$ cat config.mk
export PLATFORM = sky130hd
export DESIGN_NAME = delay_chan_arbiter
export DESIGN_NICKNAME = d
export VERILOG_FILES = /design/src/rtl/delay_arb_pkg.sv /design/src/rtl/sync2.sv /design/src/rtl/delay_chan_arbiter.sv
export SDC_FILE = /design/constraint.sdc
export NUM_CORES = 1
export LEC_CHECK = 0
export ABC_CLOCK_PERIOD_IN_PS = 2750
export CORE_ASPECT_RATIO = 0.8
export CORE_MARGIN = 2
export CORE_UTILIZATION = 45
export DETAILED_ROUTE_END_ITERATION = 10
export DONT_BUFFER_PORTS = 1
export HOLD_SLACK_MARGIN = 0.15
export PLACE_DENSITY = 0.65
export SYNTH_ARGS = -nofsm -noshare
export SYNTH_HDL_FRONTEND = slang
export SYNTH_SLANG_ARGS = --single-unit
$ cat constraint.sdc
create_clock -name clk -period 2.75 [get_ports clk]
set_input_delay 0.6875 -clock clk [delete_from_list [all_inputs] [get_ports clk]]
set_output_delay 0.6875 -clock clk [all_outputs]
set_load 0.05 [all_outputs]
$ cat src/rtl/delay_arb_pkg.sv
// Shared types and helpers for the delay-channel arbiter.
//
// Contents:
//   arbState_t        - arbiter FSM state (IDLE, WAIT, ACK), 2 bits
//   DEFAULT_TO_CYCLES - default WAIT timeout in clk cycles
//   DEFAULT_TO_W      - default timeout counter width
//   MAX_N / RR_IDX_W  - widest requester vector the pick helper handles
//   rrPick_t, rrPick  - round-robin pick: first set request at or after a
//                       pointer, wrapping modulo n
package delay_arb_pkg;

  typedef enum logic [1:0] {
    IDLE = 2'd0,
    WAIT = 2'd1,
    ACK  = 2'd2
  } arbState_t;

  localparam int DEFAULT_TO_CYCLES = 200;
  localparam int DEFAULT_TO_W      = 8;

  localparam int MAX_N    = 16;
  localparam int RR_IDX_W = 4;
  localparam int RR_POS_W = RR_IDX_W + 1;

  typedef struct packed {
    logic                valid;
    logic [RR_IDX_W-1:0] idx;
  } rrPick_t;

  // Scans offsets 0..n-1 from ptr. Because ptr < n and the offset < n, the
  // raw position is below 2n, so one conditional subtract is a full modulo.
  function automatic rrPick_t rrPick(input logic [MAX_N-1:0]    reqVec,
                                     input logic [RR_IDX_W-1:0] ptr,
                                     input int                  n);
    rrPick_t             res;
    logic [RR_POS_W-1:0] pos;
    res = '0;
    for (int i = 0; i < MAX_N; i++) begin
      pos = {1'b0, ptr} + RR_POS_W'(i);
      if (pos >= RR_POS_W'(n)) begin
        pos = pos - RR_POS_W'(n);
      end
      if ((i < n) && !res.valid && reqVec[pos[RR_IDX_W-1:0]]) begin
        res.valid = 1'b1;
        res.idx   = pos[RR_IDX_W-1:0];
      end
    end
    return res;
  endfunction

endpackage

$ cat src/rtl/sync2.sv
// Two-flop synchroniser for bringing an asynchronous level into the clk
// domain. Both flops clear to 0 on reset so that a reset delay chain and the
// synchronised copy agree on phase 0.
//
// Ports:
//   clk  - destination clock, rising edge
//   rstn - asynchronous active-low reset
//   d    - asynchronous input (W bits, each bit treated independently)
//   q    - synchronised output, two clk edges behind d
module sync2 #(
  parameter int W = 1
) (
  input  logic         clk,
  input  logic         rstn,
  input  logic [W-1:0] d,
  output logic [W-1:0] q
);

  logic [W-1:0] meta;

  always_ff @(posedge clk or negedge rstn) begin
    if (!rstn) begin
      meta <= '0;
      q    <= '0;
    end else begin
      meta <= d;
      q    <= meta;
    end
  end

endmodule

$ cat src/rtl/delay_chan_arbiter.sv
// Round-robin arbiter sharing one matched-delay channel among N requesters.
//
// Requester side, four-phase handshake: a requester raises req[i] and holds
// it; when its transaction through the delay channel has completed the
// arbiter raises ack[i] (registered, at most one bit high); the requester
// then drops req[i], and the arbiter drops ack[i] on the following edge and
// returns to IDLE. Dropping req[i] before ack is a protocol violation; the
// transaction still finishes and ack[i] shows as a single-cycle pulse.
//
// Channel side, two-phase handshake: every grant toggles dly_req; the chain
// returns that level on dly_done after its matched delay. dly_done is
// synchronised, and the transaction is complete when the synchronised level
// equals dly_req (phase match, no edge detection).
//
// Ports:
//   clk         - system clock, rising edge
//   rstn        - asynchronous active-low reset (also resets the chain)
//   req         - four-phase request levels, one per requester
//   ack         - four-phase acknowledges, one-hot or zero
//   grant_id    - index of the current/last granted requester
//   busy        - high whenever the FSM is not in IDLE
//   dly_req     - two-phase request into the delay chain
//   dly_done    - two-phase done from the delay chain, asynchronous to clk
//   timeout_err - one-cycle pulse when a WAIT has lasted TO_CYCLES cycles
//   dbgState    - current FSM state for observation
//
// TO_W must be wide enough to hold TO_CYCLES, and N must not exceed MAX_N.
module delay_chan_arbiter
  import delay_arb_pkg::*;
#(
  parameter int N         = 4,
  parameter int ID_W      = $clog2(N),
  parameter int TO_CYCLES = DEFAULT_TO_CYCLES,
  parameter int TO_W      = DEFAULT_TO_W
) (
  input  logic            clk,
  input  logic            rstn,
  input  logic [N-1:0]    req,
  output logic [N-1:0]    ack,
  output logic [ID_W-1:0] grant_id,
  output logic            busy,
  output logic            dly_req,
  input  logic            dly_done,
  output logic            timeout_err,
  output logic [1:0]      dbgState
);

  arbState_t       state;
  arbState_t       stateNext;
  logic [N-1:0]    ackNext;
  logic [ID_W-1:0] grantNext;
  logic [ID_W-1:0] rrPtr;
  logic [ID_W-1:0] rrPtrNext;
  logic [ID_W-1:0] grantPlusOne;
  logic            dlyReqNext;
  logic [TO_W-1:0] waitCnt;
  logic [TO_W-1:0] waitCntNext;
  logic            toErrNext;
  logic            toFired;
  logic            toFiredNext;
  logic            doneS;
  logic            phaseMatch;
  rrPick_t         pick;

  sync2 #(.W(1)) uDoneSync (
    .clk  (clk),
    .rstn (rstn),
    .d    (dly_done),
    .q    (doneS)
  );

  assign phaseMatch   = (doneS == dly_req);
  assign pick         = rrPick(MAX_N'(req), RR_IDX_W'(rrPtr), N);
  assign grantPlusOne = (grant_id == ID_W'(N - 1)) ? '0 : grant_id + ID_W'(1);
  assign busy         = (state != IDLE);
  assign dbgState     = state;

  always_ff @(posedge clk or negedge rstn) begin
    if (!rstn) begin
      state       <= IDLE;
      ack         <= '0;
      grant_id    <= '0;
      rrPtr       <= '0;
      dly_req     <= 1'b0;
      waitCnt     <= '0;
      timeout_err <= 1'b0;
      toFired     <= 1'b0;
    end else begin
      state       <= stateNext;
      ack         <= ackNext;
      grant_id    <= grantNext;
      rrPtr       <= rrPtrNext;
      dly_req     <= dlyReqNext;
      waitCnt     <= waitCntNext;
      timeout_err <= toErrNext;
      toFired     <= toFiredNext;
    end
  end

  always_comb begin
    stateNext   = state;
    ackNext     = ack;
    grantNext   = grant_id;
    rrPtrNext   = rrPtr;
    dlyReqNext  = dly_req;
    waitCntNext = waitCnt;
    toErrNext   = 1'b0;
    toFiredNext = toFired;

    unique case (state)
      IDLE: begin
        if (pick.valid) begin
          grantNext   = pick.idx[ID_W-1:0];
          dlyReqNext  = ~dly_req;
          waitCntNext = '0;
          toFiredNext = 1'b0;
          stateNext   = WAIT;
        end
      end

      WAIT: begin
        if (phaseMatch) begin
          ackNext           = '0;
          ackNext[grant_id] = 1'b1;
          stateNext         = ACK;
        end else begin
          if (waitCnt != '1) begin
            waitCntNext = waitCnt + TO_W'(1);
          end
          // The counter equals k-1 on the k-th WAIT edge, so this fires on
          // the TO_CYCLES-th edge after the grant. toFired keeps it to one
          // pulse per transaction even if the counter sits saturated on the
          // compare value. The FSM deliberately stays in WAIT: leaving would
          // strand the chain in the opposite phase.
          if (!toFired && (waitCnt == TO_W'(TO_CYCLES - 1))) begin
            toErrNext   = 1'b1;
            toFiredNext = 1'b1;
          end
        end
      end

      ACK: begin
        if (!req[grant_id]) begin
          ackNext   = '0;
          rrPtrNext = grantPlusOne;
          stateNext = IDLE;
        end
      end

      default: begin
        stateNext = IDLE;
      end
    endcase
  end

endmodule

==> key figures <==
Drt
  • Antenna-violating nets left: 0
  • Final WL: 3.18 mm
  • Post-detailed-route wirelength per cell: 16.3 µm
  • TritonRoute pass-1 iters: 4
  • Remaining design rule violation count: 0
  • Routed via count: 1219
  • Via density per instance: 6.25
  • Iteration-0 DRC Markers: 122

Timing
  • Worst setup skew after layout: 0.00403 ns
  • RSZ-0062 raised after global routing: no
  • Max-slew headroom at the worst pin: 30.0%
  • Final hold viol count: 0
  • Slew of the pin with the lowest slew margin: 1.05 ns
  • Final critical delay including setup and external delays: 2.28 ns
  • Highest clock frequency the design can meet: 0.439 GHz
  • Final period util: 82.9%
  • Count of final setup violators: 0
  • Final Max Tran Viols: 0
  • Sum of negative setup slack: 0 ns

GRT
  • Total gr overflow: 0
  • Number of global-route vias before repair: 1146
  • Wire length of the first global-routing pass: 5.35 mm
  • Largest net degree at the start of global routing: 24
  • Tot GR Track Use: 19.6%
  • Initial antenna violation count: 0

Setup path
  • Nature of the critical path startpoint: register
  • CP endpoint kind: register
  • Data arrival time of the critical path: 2.49 ns
  • Top fanout value on the critical path: 11
  • Required @ worst endpoint: 2.96 ns
  • Path type of the worst setup path: reg2reg

Synthesis
  • Yosys top cell by area: sky130_fd_sc_hd__dfrtp_1
  • Post-synthesis cell area: 0.00146 mm²
  • Synth warn: 0
  • Flip-flop and latch count after synthesis: 23
  • Sequential-to-total area share from yosys stat: 39.6%
  • FFs w/ async S/R, synth: 100%
  • Most numerous cell in the Yosys netlist: sky130_fd_sc_hd__dfrtp_1
  • Mapped Nets: 166
  • Number of instances in the synthesized netlist: 150
  • Most frequent cells after synthesis: 23 x sky130_fd_sc_hd__dfrtp_1, 13 x sky130_fd_sc_hd__inv_1, 11 x sky130_fd_sc_hd__nand3_1
  • Top post-synthesis cells by area: sky130_fd_sc_hd__dfrtp_1 40%, sky130_fd_sc_hd__ha_1 7.7%, sky130_fd_sc_hd__nand3_1 3.8%
  • Syn avg cell area: 9.70 µm²
  • Count of flip-flops with a built-in enable after synthesis: 0
  • Dominant synthesized flop cell: sky130_fd_sc_hd__dfrtp_1
  • Share of Yosys cell area claimed by the top area cell type: 39.6%
  • Distinct cell type count after synthesis: 49

CTS
  • Resized cells post-CTS: 0
  • Count of hold-fix buffers inserted at cts: 1
  • Setup Buffers After CTS: 0
  • CTS clock-pin slew for the worst setup and hold paths: 0.08 ns
  • Maximum buffer depth of the clock tree: 2
  • Root Buffer: sky130_fd_sc_hd__clkbuf_8
  • CTS tree: built
  • Skew-Pair Late Insertion Delay: 0.27 ns
  • CTS Buf Count: 3
  • Clock sinks: 23
  • # H-tree levels: 1

Floorplan
  • Width of the die: 67.6 µm
  • Placeable Area: 0.00309 mm²
  • Die Y-Extent: 54.9 µm
  • Full die area: 0.00371 mm²
  • Effective utilization at floorplan: 47.2%
  • Total number of placement rows: 18
  • Top-level port count: 18

Placed design
  • Input/output buffers: 0
  • GPL Wtd Cong: 0.878
  • Detailed placer's ending HPWL: 2.33 mm

Run
  • Number of max-cap violations: 0

Pwr
  • Lkg Pwr: 0.677 nW
  • PwrDens: 1180 mW/mm²
  • Worst IR drop on VDD: 511 µV
  • PnR Total Power: 1.85 mW

Run status
  • Outcome: complete, no violations

Layout
  • Share of cells above drive strength 1: 10.3%
  • Antenna Cells: 0
  • Area growth from synthesis to layout: 7.74%
  • Total number of nets in the final design: 172

Hold path
  • Worst hold path type: reg2reg
## placed cells by master, fill, tap and decap left out, drive strengths merged, types with 4 or more instances in the layout
cell / n
buf: 4
dfrtp: 23
ha: 9
inv: 13
nand2: 7
nand3: 11
nand4: 4
nor2: 11
o211ai: 5
o21ai: 12
## logic make-up after synthesis
logic type	after synthesis	synth area share (%)
XOR/XNOR	2	1.20
adder cells (fa/ha/maj)	9	7.74
AO/OA/AOI/OAI	41	19.4
flip-flops	23	39.6
buffers and inverters	17	5.16
multiplexers	8	7.74
AND/OR/NAND/NOR	50	19.2
## report_power, final
part,switching [mW],internal (mW),total [mW]
clock network,0.114,0.103,0.216
registers,0.228,0.429,0.657
logic,0.619,0.359,0.978
## sequential cells by signal, summed over array words and instances (netlist names)
signal and count:
dly_req 1, toFired 1, grant_id 2, waitCnt 8, timeout_err 1, uDoneSync.q 1
dbgState 2, rrPtr 2, uDoneSync.meta 1, ack 4
## path summary, 6_finish.rpt
kind                                     start           to  slack (ns)  depth (start not counted)
worst min register to register  uDoneSync.meta  uDoneSync.q        0.36                          0
worst max-delay path                  rrPtr[0]   waitCnt[3]        0.47                          7
worst min-delay path            uDoneSync.meta  uDoneSync.q        0.36                          0
worst max register to register        rrPtr[0]   waitCnt[3]        0.47                          7
max in group asynchronous                 rstn  uDoneSync.q        1.07                          1
min in group asynchronous                 rstn  dbgState[1]        1.04                          1
## layout make-up
cell class	count	area [µm²]
well taps	40	50.0
multi-input cells	110	805
clock inverters	1	7.51
flip-flops and latches	23	576
inverters	13	48.8
clock buffers	3	41.3
repair buffers	5	40.0
fillers	292	1520
## through the flow
step / std cells / hold WS, ns / worst slack (ns) / util [%] / cell area, µm²
2_1_floorplan: 150 / 0.331 / 0.490 / - / 1460
3_3_place_gp: 190 / 0.335 / 0.570 / 48.9 / 1510
3_5_place_dp: 190 / 0.348 / 0.520 / 48.9 / 1510
4_1_cts: 195 / 0.369 / 0.505 / 50.8 / 1570
5_1_grt: 195 / 0.381 / 0.242 / 50.8 / 1570
6_report: 195 / 0.361 / 0.471 / 50.8 / 1570
## worst max-delay path: stages (launching register included)
cell and delay (ns):
sky130_fd_sc_hd__dfrtp_1 0.59, sky130_fd_sc_hd__inv_1 0.17, sky130_fd_sc_hd__ha_1 0.36, sky130_fd_sc_hd__a21boi_0 0.16, sky130_fd_sc_hd__a222oi_1 0.34, sky130_fd_sc_hd__nand4_1 0.28
sky130_fd_sc_hd__o211ai_1 0.18, sky130_fd_sc_hd__o21a_1 0.15
## routing by layer
layer	wire length, µm	vias to the layer above	share of wire, %	track usage, %
li1	-	567	-	-
met3	252	11	7.9	6.38
met1	1420	580	45	25.0
met5	0	-	0	0
met2	1460	61	46	31.7
met4	46	0	1.4	6.12
Note: power is estimated with default switching activity, not from simulation.
